**config.mk**
```make
export PLATFORM = sky130hd
export DESIGN_NAME = ysyx_22050598_idu_stage
export DESIGN_NICKNAME = d
export VERILOG_FILES = /design/src/rtl/ysyx_22050598_idu_stage_pkg.sv /design/src/rtl/ysyx_22050598_idu_dec_core.sv /design/src/rtl/ysyx_22050598_idu_stage.sv
export SDC_FILE = /design/constraint.sdc
export NUM_CORES = 1
export LEC_CHECK = 0
export ABC_AREA = 1
export CAP_MARGIN = 0
export CELL_PAD_IN_SITES_DETAIL_PLACEMENT = 1
export CELL_PAD_IN_SITES_GLOBAL_PLACEMENT = 1
export CORE_AREA = 2 2 188 190
export CTS_CLUSTER_DIAMETER = 40
export DETAILED_ROUTE_END_ITERATION = 10
export DIE_AREA = 0 0 190 192
export PLACE_DENSITY = 0.77
export SLEW_MARGIN = 20
export SYNTH_ARGS = -nofsm -noshare
export SYNTH_HDL_FRONTEND = slang
export SYNTH_SLANG_ARGS = --single-unit
```
**constraint.sdc**
```tcl
create_clock -name clk -period 6.8 [get_ports clk]
set_input_delay 1.02 -clock clk [delete_from_list [all_inputs] [get_ports clk]]
set_output_delay 1.02 -clock clk [all_outputs]
set_load 0.02 [all_outputs]
```
**src/rtl/ysyx_22050598_idu_stage_pkg.sv**
```systemverilog
// Shared decode constants for the IDU stage: instruction classes, major
// opcodes and the func3/func7 values the legality checks look at.
package ysyx_22050598_idu_stage_pkg;

  typedef enum logic [3:0] {
    CLS_ALU_R   = 4'd0,
    CLS_ALU_I   = 4'd1,
    CLS_LOAD    = 4'd2,
    CLS_STORE   = 4'd3,
    CLS_BRANCH  = 4'd4,
    CLS_JAL     = 4'd5,
    CLS_JALR    = 4'd6,
    CLS_LUI     = 4'd7,
    CLS_AUIPC   = 4'd8,
    CLS_SYSTEM  = 4'd9,
    CLS_FENCE   = 4'd10,
    CLS_MULDIV  = 4'd11,
    CLS_ILLEGAL = 4'd15
  } inst_class_e;

  localparam logic [6:0] OPC_LOAD   = 7'b0000011;
  localparam logic [6:0] OPC_FENCE  = 7'b0001111;
  localparam logic [6:0] OPC_ALUI   = 7'b0010011;
  localparam logic [6:0] OPC_AUIPC  = 7'b0010111;
  localparam logic [6:0] OPC_ALUIW  = 7'b0011011;
  localparam logic [6:0] OPC_STORE  = 7'b0100011;
  localparam logic [6:0] OPC_ALUR   = 7'b0110011;
  localparam logic [6:0] OPC_LUI    = 7'b0110111;
  localparam logic [6:0] OPC_ALURW  = 7'b0111011;
  localparam logic [6:0] OPC_BRANCH = 7'b1100011;
  localparam logic [6:0] OPC_JALR   = 7'b1100111;
  localparam logic [6:0] OPC_JAL    = 7'b1101111;
  localparam logic [6:0] OPC_SYSTEM = 7'b1110011;

  localparam logic [6:0] F7_BASE   = 7'b0000000;
  localparam logic [6:0] F7_ALT    = 7'b0100000;
  localparam logic [6:0] F7_MULDIV = 7'b0000001;

  localparam logic [2:0] F3_ADD_SUB = 3'b000;
  localparam logic [2:0] F3_SLL     = 3'b001;
  localparam logic [2:0] F3_SRL_SRA = 3'b101;
  localparam logic [2:0] F3_LD_SD   = 3'b011;
  localparam logic [2:0] F3_LWU     = 3'b110;
  localparam logic [2:0] F3_LOAD_X  = 3'b111;
  localparam logic [2:0] F3_BR_X0   = 3'b010;
  localparam logic [2:0] F3_BR_X1   = 3'b011;

endpackage

```
**src/rtl/ysyx_22050598_idu_dec_core.sv**
```systemverilog
// Purely combinational RV32/RV64 (+optional M) decoder: class, immediate,
// register-write enable, word-op flag and illegal-instruction detection.
module ysyx_22050598_idu_dec_core
  import ysyx_22050598_idu_stage_pkg::*;
#(
  parameter int XLEN = 64,
  parameter bit EN_M = 1'b1
) (
  input  logic [31:0]     inst_i,
  output logic [3:0]      class_o,
  output logic [XLEN-1:0] imm_o,
  output logic            w_reg_en_o,
  output logic            is_word_o,
  output logic            illegal_o
);

  localparam bit IS_RV32 = (XLEN == 32);

  logic [6:0]  opcode;
  logic [2:0]  func3;
  logic [6:0]  func7;
  logic [31:0] imm_i, imm_s, imm_b, imm_u, imm_j;
  logic        f3_is_shift;

  assign opcode      = inst_i[6:0];
  assign func3       = inst_i[14:12];
  assign func7       = inst_i[31:25];
  assign f3_is_shift = (func3 == F3_SLL) || (func3 == F3_SRL_SRA);

  assign imm_i = {{20{inst_i[31]}}, inst_i[31:20]};
  assign imm_s = {{20{inst_i[31]}}, inst_i[31:25], inst_i[11:7]};
  assign imm_b = {{19{inst_i[31]}}, inst_i[31], inst_i[7], inst_i[30:25], inst_i[11:8], 1'b0};
  assign imm_u = {inst_i[31:12], 12'b0};
  assign imm_j = {{11{inst_i[31]}}, inst_i[31], inst_i[19:12], inst_i[20], inst_i[30:21], 1'b0};

  inst_class_e cls;
  logic [31:0] imm32;
  logic        wen, word, bad;

  always_comb begin
    cls   = CLS_ILLEGAL;
    imm32 = '0;
    wen   = 1'b0;
    word  = 1'b0;
    bad   = (inst_i[1:0] != 2'b11);
    case (opcode)
      OPC_ALUR, OPC_ALURW: begin
        wen  = 1'b1;
        word = (opcode == OPC_ALURW);
        if (word && IS_RV32) bad = 1'b1;
        if (func7 == F7_MULDIV) begin
          cls = CLS_MULDIV;
          if (!EN_M) bad = 1'b1;
        end else if (func7 == F7_BASE) begin
          cls = CLS_ALU_R;
        end else if (func7 == F7_ALT && (func3 == F3_ADD_SUB || func3 == F3_SRL_SRA)) begin
          cls = CLS_ALU_R;
        end else begin
          bad = 1'b1;
        end
      end
      OPC_ALUI: begin
        cls   = CLS_ALU_I;
        imm32 = imm_i;
        wen   = 1'b1;
        if (f3_is_shift && inst_i[25] && IS_RV32) bad = 1'b1;
      end
      OPC_ALUIW: begin
        cls   = CLS_ALU_I;
        imm32 = imm_i;
        wen   = 1'b1;
        word  = 1'b1;
        if (IS_RV32 || (f3_is_shift && inst_i[25])) bad = 1'b1;
      end
      OPC_LOAD: begin
        cls   = CLS_LOAD;
        imm32 = imm_i;
        wen   = 1'b1;
        if (func3 == F3_LOAD_X) bad = 1'b1;
        if (IS_RV32 && (func3 == F3_LD_SD || func3 == F3_LWU)) bad = 1'b1;
      end
      OPC_STORE: begin
        cls   = CLS_STORE;
        imm32 = imm_s;
        if (func3[2] || (IS_RV32 && func3 == F3_LD_SD)) bad = 1'b1;
      end
      OPC_BRANCH: begin
        cls   = CLS_BRANCH;
        imm32 = imm_b;
        if (func3 == F3_BR_X0 || func3 == F3_BR_X1) bad = 1'b1;
      end
      OPC_JAL: begin
        cls   = CLS_JAL;
        imm32 = imm_j;
        wen   = 1'b1;
      end
      OPC_JALR: begin
        cls   = CLS_JALR;
        imm32 = imm_i;
        wen   = 1'b1;
        if (func3 != F3_ADD_SUB) bad = 1'b1;
      end
      OPC_LUI: begin
        cls   = CLS_LUI;
        imm32 = imm_u;
        wen   = 1'b1;
      end
      OPC_AUIPC: begin
        cls   = CLS_AUIPC;
        imm32 = imm_u;
        wen   = 1'b1;
      end
      OPC_SYSTEM: begin
        // Only the CSR forms (func3 != 0) write rd; ecall/ebreak/mret do not.
        cls   = CLS_SYSTEM;
        imm32 = imm_i;
        wen   = (func3 != 3'b000);
      end
      OPC_FENCE: begin
        cls   = CLS_FENCE;
        imm32 = imm_i;
      end
      default: bad = 1'b1;
    endcase
    if (bad) begin
      cls   = CLS_ILLEGAL;
      imm32 = '0;
      wen   = 1'b0;
      word  = 1'b0;
    end
  end

  assign class_o    = cls;
  assign imm_o      = XLEN'($signed(imm32));
  assign w_reg_en_o = wen;
  assign is_word_o  = word;
  assign illegal_o  = bad;

endmodule

```
**src/rtl/ysyx_22050598_idu_stage.sv**
```systemverilog
// Decode stage: DEPTH-entry {pc, inst} queue feeding a registered
// valid/ready output slot holding the decoded queue head.
module ysyx_22050598_idu_stage
  import ysyx_22050598_idu_stage_pkg::*;
#(
  parameter int XLEN  = 64,
  parameter int DEPTH = 2,
  parameter bit EN_M  = 1'b1
) (
  input  logic            clk,
  input  logic            rst,
  input  logic            flush_i,
  input  logic            if_valid_i,
  output logic            if_ready_o,
  input  logic [XLEN-1:0] if_pc_i,
  input  logic [31:0]     if_inst_i,
  output logic            id_valid_o,
  input  logic            id_ready_i,
  output logic [XLEN-1:0] id_pc_o,
  output logic [31:0]     id_inst_o,
  output logic [3:0]      id_class_o,
  output logic [XLEN-1:0] id_imm_o,
  output logic [4:0]      id_rs1_idx_o,
  output logic [4:0]      id_rs2_idx_o,
  output logic [4:0]      id_rd_idx_o,
  output logic            id_w_reg_en_o,
  output logic            id_is_word_o,
  output logic            id_illegal_o
);

  localparam int PW = $clog2(DEPTH);
  localparam int CW = $clog2(DEPTH + 1);

  logic [XLEN-1:0] mem_pc_q   [DEPTH];
  logic [XLEN-1:0] mem_pc_d   [DEPTH];
  logic [31:0]     mem_inst_q [DEPTH];
  logic [31:0]     mem_inst_d [DEPTH];

  logic [CW-1:0]   count_q, count_d;
  logic [PW-1:0]   wr_ptr_q, wr_ptr_d, rd_ptr_q, rd_ptr_d;
  logic            valid_q, valid_d;
  logic [XLEN-1:0] pc_q, pc_d, imm_q, imm_d;
  logic [31:0]     inst_q, inst_d;
  logic [3:0]      class_q, class_d;
  logic            w_reg_en_q, w_reg_en_d, is_word_q, is_word_d, illegal_q, illegal_d;

  logic            push, load;
  logic [3:0]      dec_class;
  logic [XLEN-1:0] dec_imm;
  logic            dec_w_reg_en, dec_is_word, dec_illegal;

  assign if_ready_o = (count_q != CW'(DEPTH));
  assign push       = if_valid_i & if_ready_o;
  assign load       = (count_q != '0) & (~valid_q | id_ready_i);

  ysyx_22050598_idu_dec_core #(
    .XLEN (XLEN),
    .EN_M (EN_M)
  ) u_dec_core (
    .inst_i     (mem_inst_q[rd_ptr_q]),
    .class_o    (dec_class),
    .imm_o      (dec_imm),
    .w_reg_en_o (dec_w_reg_en),
    .is_word_o  (dec_is_word),
    .illegal_o  (dec_illegal)
  );

  always_comb begin
    mem_pc_d   = mem_pc_q;
    mem_inst_d = mem_inst_q;
    if (push && !flush_i) begin
      mem_pc_d[wr_ptr_q]   = if_pc_i;
      mem_inst_d[wr_ptr_q] = if_inst_i;
    end
  end

  // Flush wins over push/pop; data outputs keep their last values on flush and drain.
  always_comb begin
    count_d    = count_q;
    wr_ptr_d   = wr_ptr_q;
    rd_ptr_d   = rd_ptr_q;
    valid_d    = valid_q;
    pc_d       = pc_q;
    inst_d     = inst_q;
    class_d    = class_q;
    imm_d      = imm_q;
    w_reg_en_d = w_reg_en_q;
    is_word_d  = is_word_q;
    illegal_d  = illegal_q;
    if (flush_i) begin
      count_d  = '0;
      wr_ptr_d = '0;
      rd_ptr_d = '0;
      valid_d  = 1'b0;
    end else begin
      if (push) wr_ptr_d = wr_ptr_q + PW'(1);
      if (load) begin
        rd_ptr_d   = rd_ptr_q + PW'(1);
        valid_d    = 1'b1;
        pc_d       = mem_pc_q[rd_ptr_q];
        inst_d     = mem_inst_q[rd_ptr_q];
        class_d    = dec_class;
        imm_d      = dec_imm;
        w_reg_en_d = dec_w_reg_en;
        is_word_d  = dec_is_word;
        illegal_d  = dec_illegal;
      end else if (id_ready_i) begin
        valid_d = 1'b0;
      end
      count_d = count_q + CW'(push) - CW'(load);
    end
  end

  always_ff @(posedge clk) begin
    mem_pc_q   <= mem_pc_d;
    mem_inst_q <= mem_inst_d;
  end

  always_ff @(posedge clk or posedge rst) begin
    if (rst) begin
      count_q    <= '0;
      wr_ptr_q   <= '0;
      rd_ptr_q   <= '0;
      valid_q    <= 1'b0;
      pc_q       <= '0;
      inst_q     <= '0;
      class_q    <= '0;
      imm_q      <= '0;
      w_reg_en_q <= 1'b0;
      is_word_q  <= 1'b0;
      illegal_q  <= 1'b0;
    end else begin
      count_q    <= count_d;
      wr_ptr_q   <= wr_ptr_d;
      rd_ptr_q   <= rd_ptr_d;
      valid_q    <= valid_d;
      pc_q       <= pc_d;
      inst_q     <= inst_d;
      class_q    <= class_d;
      imm_q      <= imm_d;
      w_reg_en_q <= w_reg_en_d;
      is_word_q  <= is_word_d;
      illegal_q  <= illegal_d;
    end
  end

  assign id_valid_o    = valid_q;
  assign id_pc_o       = pc_q;
  assign id_inst_o     = inst_q;
  assign id_class_o    = class_q;
  assign id_imm_o      = imm_q;
  assign id_rs1_idx_o  = inst_q[19:15];
  assign id_rs2_idx_o  = inst_q[24:20];
  assign id_rd_idx_o   = inst_q[11:7];
  assign id_w_reg_en_o = w_reg_en_q;
  assign id_is_word_o  = is_word_q;
  assign id_illegal_o  = illegal_q;

endmodule

```
# Word level (Yosys, flattened, before mapping)
# Index checks and enable logic that the tools add are counted.
# totals
out_inout_bits	184
elab_cells	113
inputBits	101
reg_bits	332
# classes
order_cmp	3
eq_ne	22
reduce_logical	22
bitwise_logic	7
mux	40
add_sub_neg	4
# op_table
op	n
two-way mux 64 bit	4
two-way mux 32 bit	5
case mux 32 bit (5 select lines)	1
bitwise mux 128 bit	1
bitwise mux 64 bit	1
demux 64 bit (select 1 bit)	1
case mux 4 bit (11 select lines)	1
== test 7 x 6 -> 1 bit, second input constant	5
demux 32 bit (select 1 bit)	1
== test 7 bit, second input constant	4
== test 7 x 5 -> 1 bit, second input constant	3
two-way mux 1 bit	17
two-way mux 4 bit	4
OR reduction 6 bit	2
OR reduction 9 bit	1
== test 7 x 1 -> 1 bit, second input constant	1
== test 7 x 2 -> 1 bit, second input constant	1
== test 7 x 4 -> 1 bit, second input constant	1
logical NOT 7 bit	1
case mux 1 bit (7 select lines)	1
== test 3 x 2 -> 1 bit, second input constant	2
== test 3 bit, second input constant	2
nonzero test 2 bit	3
nonzero test 3 bit	2
19 further kinds	33

# Logic depth before layout (Yosys ltp)
# logic_depth
ltp_word	12
depth_mapped	18
mapped_depth_nobuf	14

# By module
# A second synthesis with hierarchy kept.
# unflattened
hier_cells	1564
area_unflattened_um2	15524.9
# modules_own_cells
module	seq_area_each_um2	cells_each	area_per_inst_um2	instances
ysyx_22050598_idu_stage	10069.7	1289	14027.2	1
ysyx_22050598_idu_dec_core	0.0	275	1497.7	1

# Least setup slack after synthesis
# Ideal clock, no wire load.
# synth_timing
kind	input to register
startpoint	input if_valid_i
endpoint	register mem_inst_q[32] in the netlist's numbering (enable)
arrival_time_ns	5.246
n_path_buf	0
required_ns	6.248
stages	4
path_slack_ns	1.002
setup_ns	0.552
cell_sequence	nand2_1 inv_1 nand2_1 nor2_1
# synth_between
elab_chain_cells	2
# synth_rtl
item	line	source
start: declaration	ysyx_22050598_idu_stage.sv:13	input logic if_valid_i,
bitwise AND 1 bit	ysyx_22050598_idu_stage.sv:53	assign push = if_valid_i & if_ready_o;
logical AND 1 bit	ysyx_22050598_idu_stage.sv:71	if (push && !flush_i) begin
end signal: assignment	ysyx_22050598_idu_stage.sv:116	mem_inst_q <= mem_inst_d;
end: declaration	ysyx_22050598_idu_stage.sv:36	logic [31:0] mem_inst_q [DEPTH];
# Every way passes these cells.
# A chain may end at the register's enable or synchronous reset.

# Final worst setup path
# layout_timing
startpoint	register rd_ptr_q
endpoint	register imm_q[0] (netlist: id_imm_o[0])
# layout_between
elab_chain_cells	12
elab_cells_between_ends	48
cone_classes	21 x eq/ne; 14 x mux; 1 x bitwise; 12 x reduce/logical
# layout_rtl
item	line	source
start: declaration	ysyx_22050598_idu_stage.sv:40	logic [PW-1:0] wr_ptr_q, wr_ptr_d, rd_ptr_q, rd_ptr_d;
start signal: assignment	ysyx_22050598_idu_stage.sv:135	rd_ptr_q <= rd_ptr_d;
NOT 1 -> 2 bit (not written as such) (*)	ysyx_22050598_idu_stage.sv:60	.inst_i (mem_inst_q[rd_ptr_q]),
two-way mux 32 bit (not written as such) (*) (3 in series)	ysyx_22050598_idu_stage.sv:60	
== test 3 bit or logical NOT 3 bit (tied branches)	ysyx_22050598_idu_dec_core.sv:28, ysyx_22050598_idu_dec_core.sv:56	
logical OR 1 bit	ysyx_22050598_idu_dec_core.sv:56	end else if (func7 == F7_ALT && (func3 == F3_ADD_SUB || func3 == F3_SRL_SRA)) begin
logical AND 1 bit	ysyx_22050598_idu_dec_core.sv:56	
two-way mux 1 bit	ysyx_22050598_idu_dec_core.sv:56	
two-way mux 1 bit	ysyx_22050598_idu_dec_core.sv:54	end else if (func7 == F7_BASE) begin
two-way mux 1 bit	ysyx_22050598_idu_dec_core.sv:51	if (func7 == F7_MULDIV) begin
case mux 1 bit (7 select lines)	ysyx_22050598_idu_dec_core.sv:46	case (opcode)
two-way mux 32 bit (*)	ysyx_22050598_idu_dec_core.sv:125	if (bad) begin
end signal: assignment	ysyx_22050598_idu_stage.sv:140	imm_q <= imm_d;
end: declaration	ysyx_22050598_idu_stage.sv:42	logic [XLEN-1:0] pc_q, pc_d, imm_q, imm_d;
# Mark *: on every way between the ends. The rest lies on a longest branch, timed or not. The select of a mux whose other input is x is not followed.

==> out/metrics.yaml <==
setup_path:
  cp_top_family: "buffers and inverters"
  ff2ff_setup_slack_ps: 3270
  reg2reg_to: "id_imm_o[0]"
  crit_fanout: 46
  cp_num_buf_inv: 4
  worst_setup_path_start_kind: "register"
  crit_type: "register to register"
  reg2regPathDepth: 14
  path_depth: 14
  critPathMaxStageDelay_ps: 730
  path_cells: "buf_4 > buf_4 > nand2_1 > o21ai_1 > nand2_1 > nor2_1 > nand2_1 > nand2_1 > nand3_2 > clkinv_2 > nand3_4 > inv_2 > nand2_1 > nand2_1"
  reg2reg_from: "rd_ptr_q"
  crit_top_cell: "nand2_1"
  slowest_stage: "dfrtp_4"
  critPathRequiredTime_ps: 7270
  worstSetupEndpointType: "register"
  arrival_ps: 4000
power_and_ir_drop:
  p_clk_share_pct: 30.3
  swShare_pct: 35.5
  intPower_uw: 4880
  p_seq_share_pct: 37.4
  p_per_area_nw_per_um2: 422
  ir_worst_vdd_uv: 333
  power_leakage_uw: 0.00751
  combPwrFrac_pct: 32.3
  switchingPower_uw: 2680
worst_hold_path:
  hold_end: "id_imm_o[0]"
  hold_path_class: "register to register"
  holdPathStages: 2
  worstHoldStart: "id_imm_o[0]"
finish:
  multi_input_area_um2: 3490
  fin_util_pct: 52.3
  finalNetCount: 1611
  drive_above_1_share_pct: 7.71
  regArea_um2: 9270
  fillerInstances: 3660
  postLayoutCellArea_um2: 17900
  layoutNonFillerInstCount: 2002
  syn2layout_area_growth_pct: 32.2
synthesis:
  synth_cells: 1271
  synth.avg_cell_area_um2: 10.7
  syn-cell-area_um2: 13600
  yosysSeqAreaShare_pct: 68.3
  syn_nets: 1374
  synth_cell_types: 34
  synth-seq-cells: 332
  yosysWarningCount: 0
job:
  maxCapViolCount: 0
clock_tree:
  cts-htree-levels: 2
  clk_pin_slew_ps: 60
  cts_setup_buffers: 0
  cts_root_buffer: "clkbuf_16"
  cts_resized: 0
  cts_hold_buffers: 0
  cts_max_path_buffers: 3
  insertion_delay_ps: 540
  cts_tree: "built"
  clock-sinks: 332
  cts_inserted_buffers: 44
global_route:
  grt_pass1_wl_mm: 58.7
  antenna_found_initial: 8
  grt_overflow: 0
  grt_max_degree: 114
  grt_usage_pct: 20.8
  grt_pass1_vias: 10477
die:
  die_height_um: 192
  initial_core_util_pct: 39.6
  die_w_um: 190
  io_pins: 285
  core_area_um2: 34300
  die_area_um2: 36500
  rows: 68
route:
  num_vias: 9842
  antenna_left: 0
  drt-initial-drc-count: 518
  wirelength_mm: 38.3
  first_pass_iters: 4
  post_drt_wl_per_cell_um: 19.1
  via_per_inst: 4.92
  route.detailed.drc: 0
timing:
  hold_violations: 0
  fmax_mhz: 283
  min_period_over_period_pct: 51.9
  final_max_slew_viol_count: 0
  setup_viol: 0
  max_slew_margin_pct: 41.1
  layout_min_cycle_time_ps: 3530
  grt_setup_unrepaired: "no"
  fin_skew_ps: 13.4
  tightest_slew_ps: 884
  hold_ws_ps: 478
  tns_ps: 0
status:
  status: "completed"
place:
  hpwl_mm: 24.5
  place.gp.congestion: 0.892
  dp.cells: 1917
  placed_area_um2: 16500
  place.port_buffers: 284
-- per-stage QoR --
stage / total power, µW / setup WS [ps]
2_1_floorplan: 4200 / 1000
3_3_place_gp: 5220 / 2820
3_5_place_dp: 5310 / 2700
4_1_cts: 7650 / 3190
5_1_grt: 7940 / 2890
6_report: 7560 / 3270
-- flip-flops by register name (all words and copies together), names as in the netlist, 2 cells and up --
register    count
mem_pc_q      128
id_imm_o       32
id_class_o      4
id_inst_o      32
count_q         2
mem_inst_q     64
id_pc_o        64
-- cell usage after synthesis (all sizes together) --
| cell type | number | share of area (%) |
|---|---|---|
| a21oi | 3 | 0.11 |
| buf | 64 | 3.5 |
| clkbuf | 39 | 1.1 |
| clkinv | 1 | 0.037 |
| dfrtp | 140 | 26 |
| edfxtp | 192 | 43 |
| ha | 2 | 0.18 |
| inv | 51 | 1.4 |
| mux2i | 1 | 0.074 |
| nand2 | 419 | 12 |
| nand3 | 27 | 1.2 |
| nand4 | 8 | 0.37 |
| nor2 | 212 | 6.2 |
| nor3 | 2 | 0.074 |
| o211ai | 1 | 0.055 |
| o21ai | 38 | 1.4 |
| o21bai | 4 | 0.22 |
| o22ai | 1 | 0.046 |
| o31ai | 64 | 3.5 |
| xnor2 | 1 | 0.065 |
| xor2 | 1 | 0.065 |
-- area by class of cell --
type                            count  share of cell area (%)
Sequential cell                   332                    51.7
Clock inverter                     22                    1.27
Inverter                           52                    1.18
Antenna cell                        3                  0.0419
Timing Repair Buffer              294                    16.3
Multi-Input combinational cell    784                    19.5
Clock buffer                       60                    6.88
Tap cell                          455                    3.17
-- cell families (layout without fill, tap and decap cells) --
family / Yosys count / in the layout / synth area share [%]
flip-flops: 332 / 332 / 68.3
AND/OR/NAND/NOR: 668 / 668 / 19.8
other: 0 / 3 / 0
multiplexers: 1 / 1 / 0.0738
adder cells (fa/ha/maj): 2 / 2 / 0.184
XOR/XNOR: 2 / 2 / 0.129
AO/OA/AOI/OAI: 111 / 111 / 5.38
buffers and inverters: 155 / 428 / 6.11
-- layer usage --
layer  routed length, µm  part of all wire, %  vias up  global-route usage (%)
li1                    -                    -     4626                       -
met1               16000                   42     4835                    26.1
met2               18600                   49      302                    35.3
met3                2530                  6.6       71                    5.13
met4                1020                  2.7        8                    7.33
met5                  52                 0.14        -                       0
-- cell usage in the layout, fill, tap and decap left out, drive strengths merged, types with 4 or more instances in the layout --
master,count
o21bai,4
edfxtp,192
o31ai,64
nand2,419
clkinv,14
nor2,212
clkdlybuf4s50,284
nand4,8
dfrtp,140
buf,10
nand3,27
clkbuf,60
inv,54
o21ai,38
-- worst register-to-register path, delay by kind of cell (launching register included) --
kind	cells	cell delay, ps
simple gates	9	1010
compound gates	1	270
flops	1	730
buf+inv	4	1460
-- power by group through the flow --
stage,clock (µW),combinational (µW),sequential [µW]
2_1_floorplan,0,1090,3110
3_3_place_gp,0,2360,2850
3_5_place_dp,0,2450,2860
4_1_cts,2330,2480,2840
5_1_grt,2410,2650,2870
6_report,2290,2440,2830
-- how the worst max path moves through the flow --
stage,start,endpoint,slack (ps)
2_1_floorplan,if_valid_i,mem_inst_q[32],1000
3_3_place_gp,id_ready_i,id_inst_o[2],2820
3_5_place_dp,id_ready_i,id_pc_o[41],2700
4_1_cts,id_ready_i,id_inst_o[3],3190
5_1_grt,rd_ptr_q,id_imm_o[29],2890
6_report,rd_ptr_q,id_imm_o[0],3270
(Power assumes the default switching activity.)
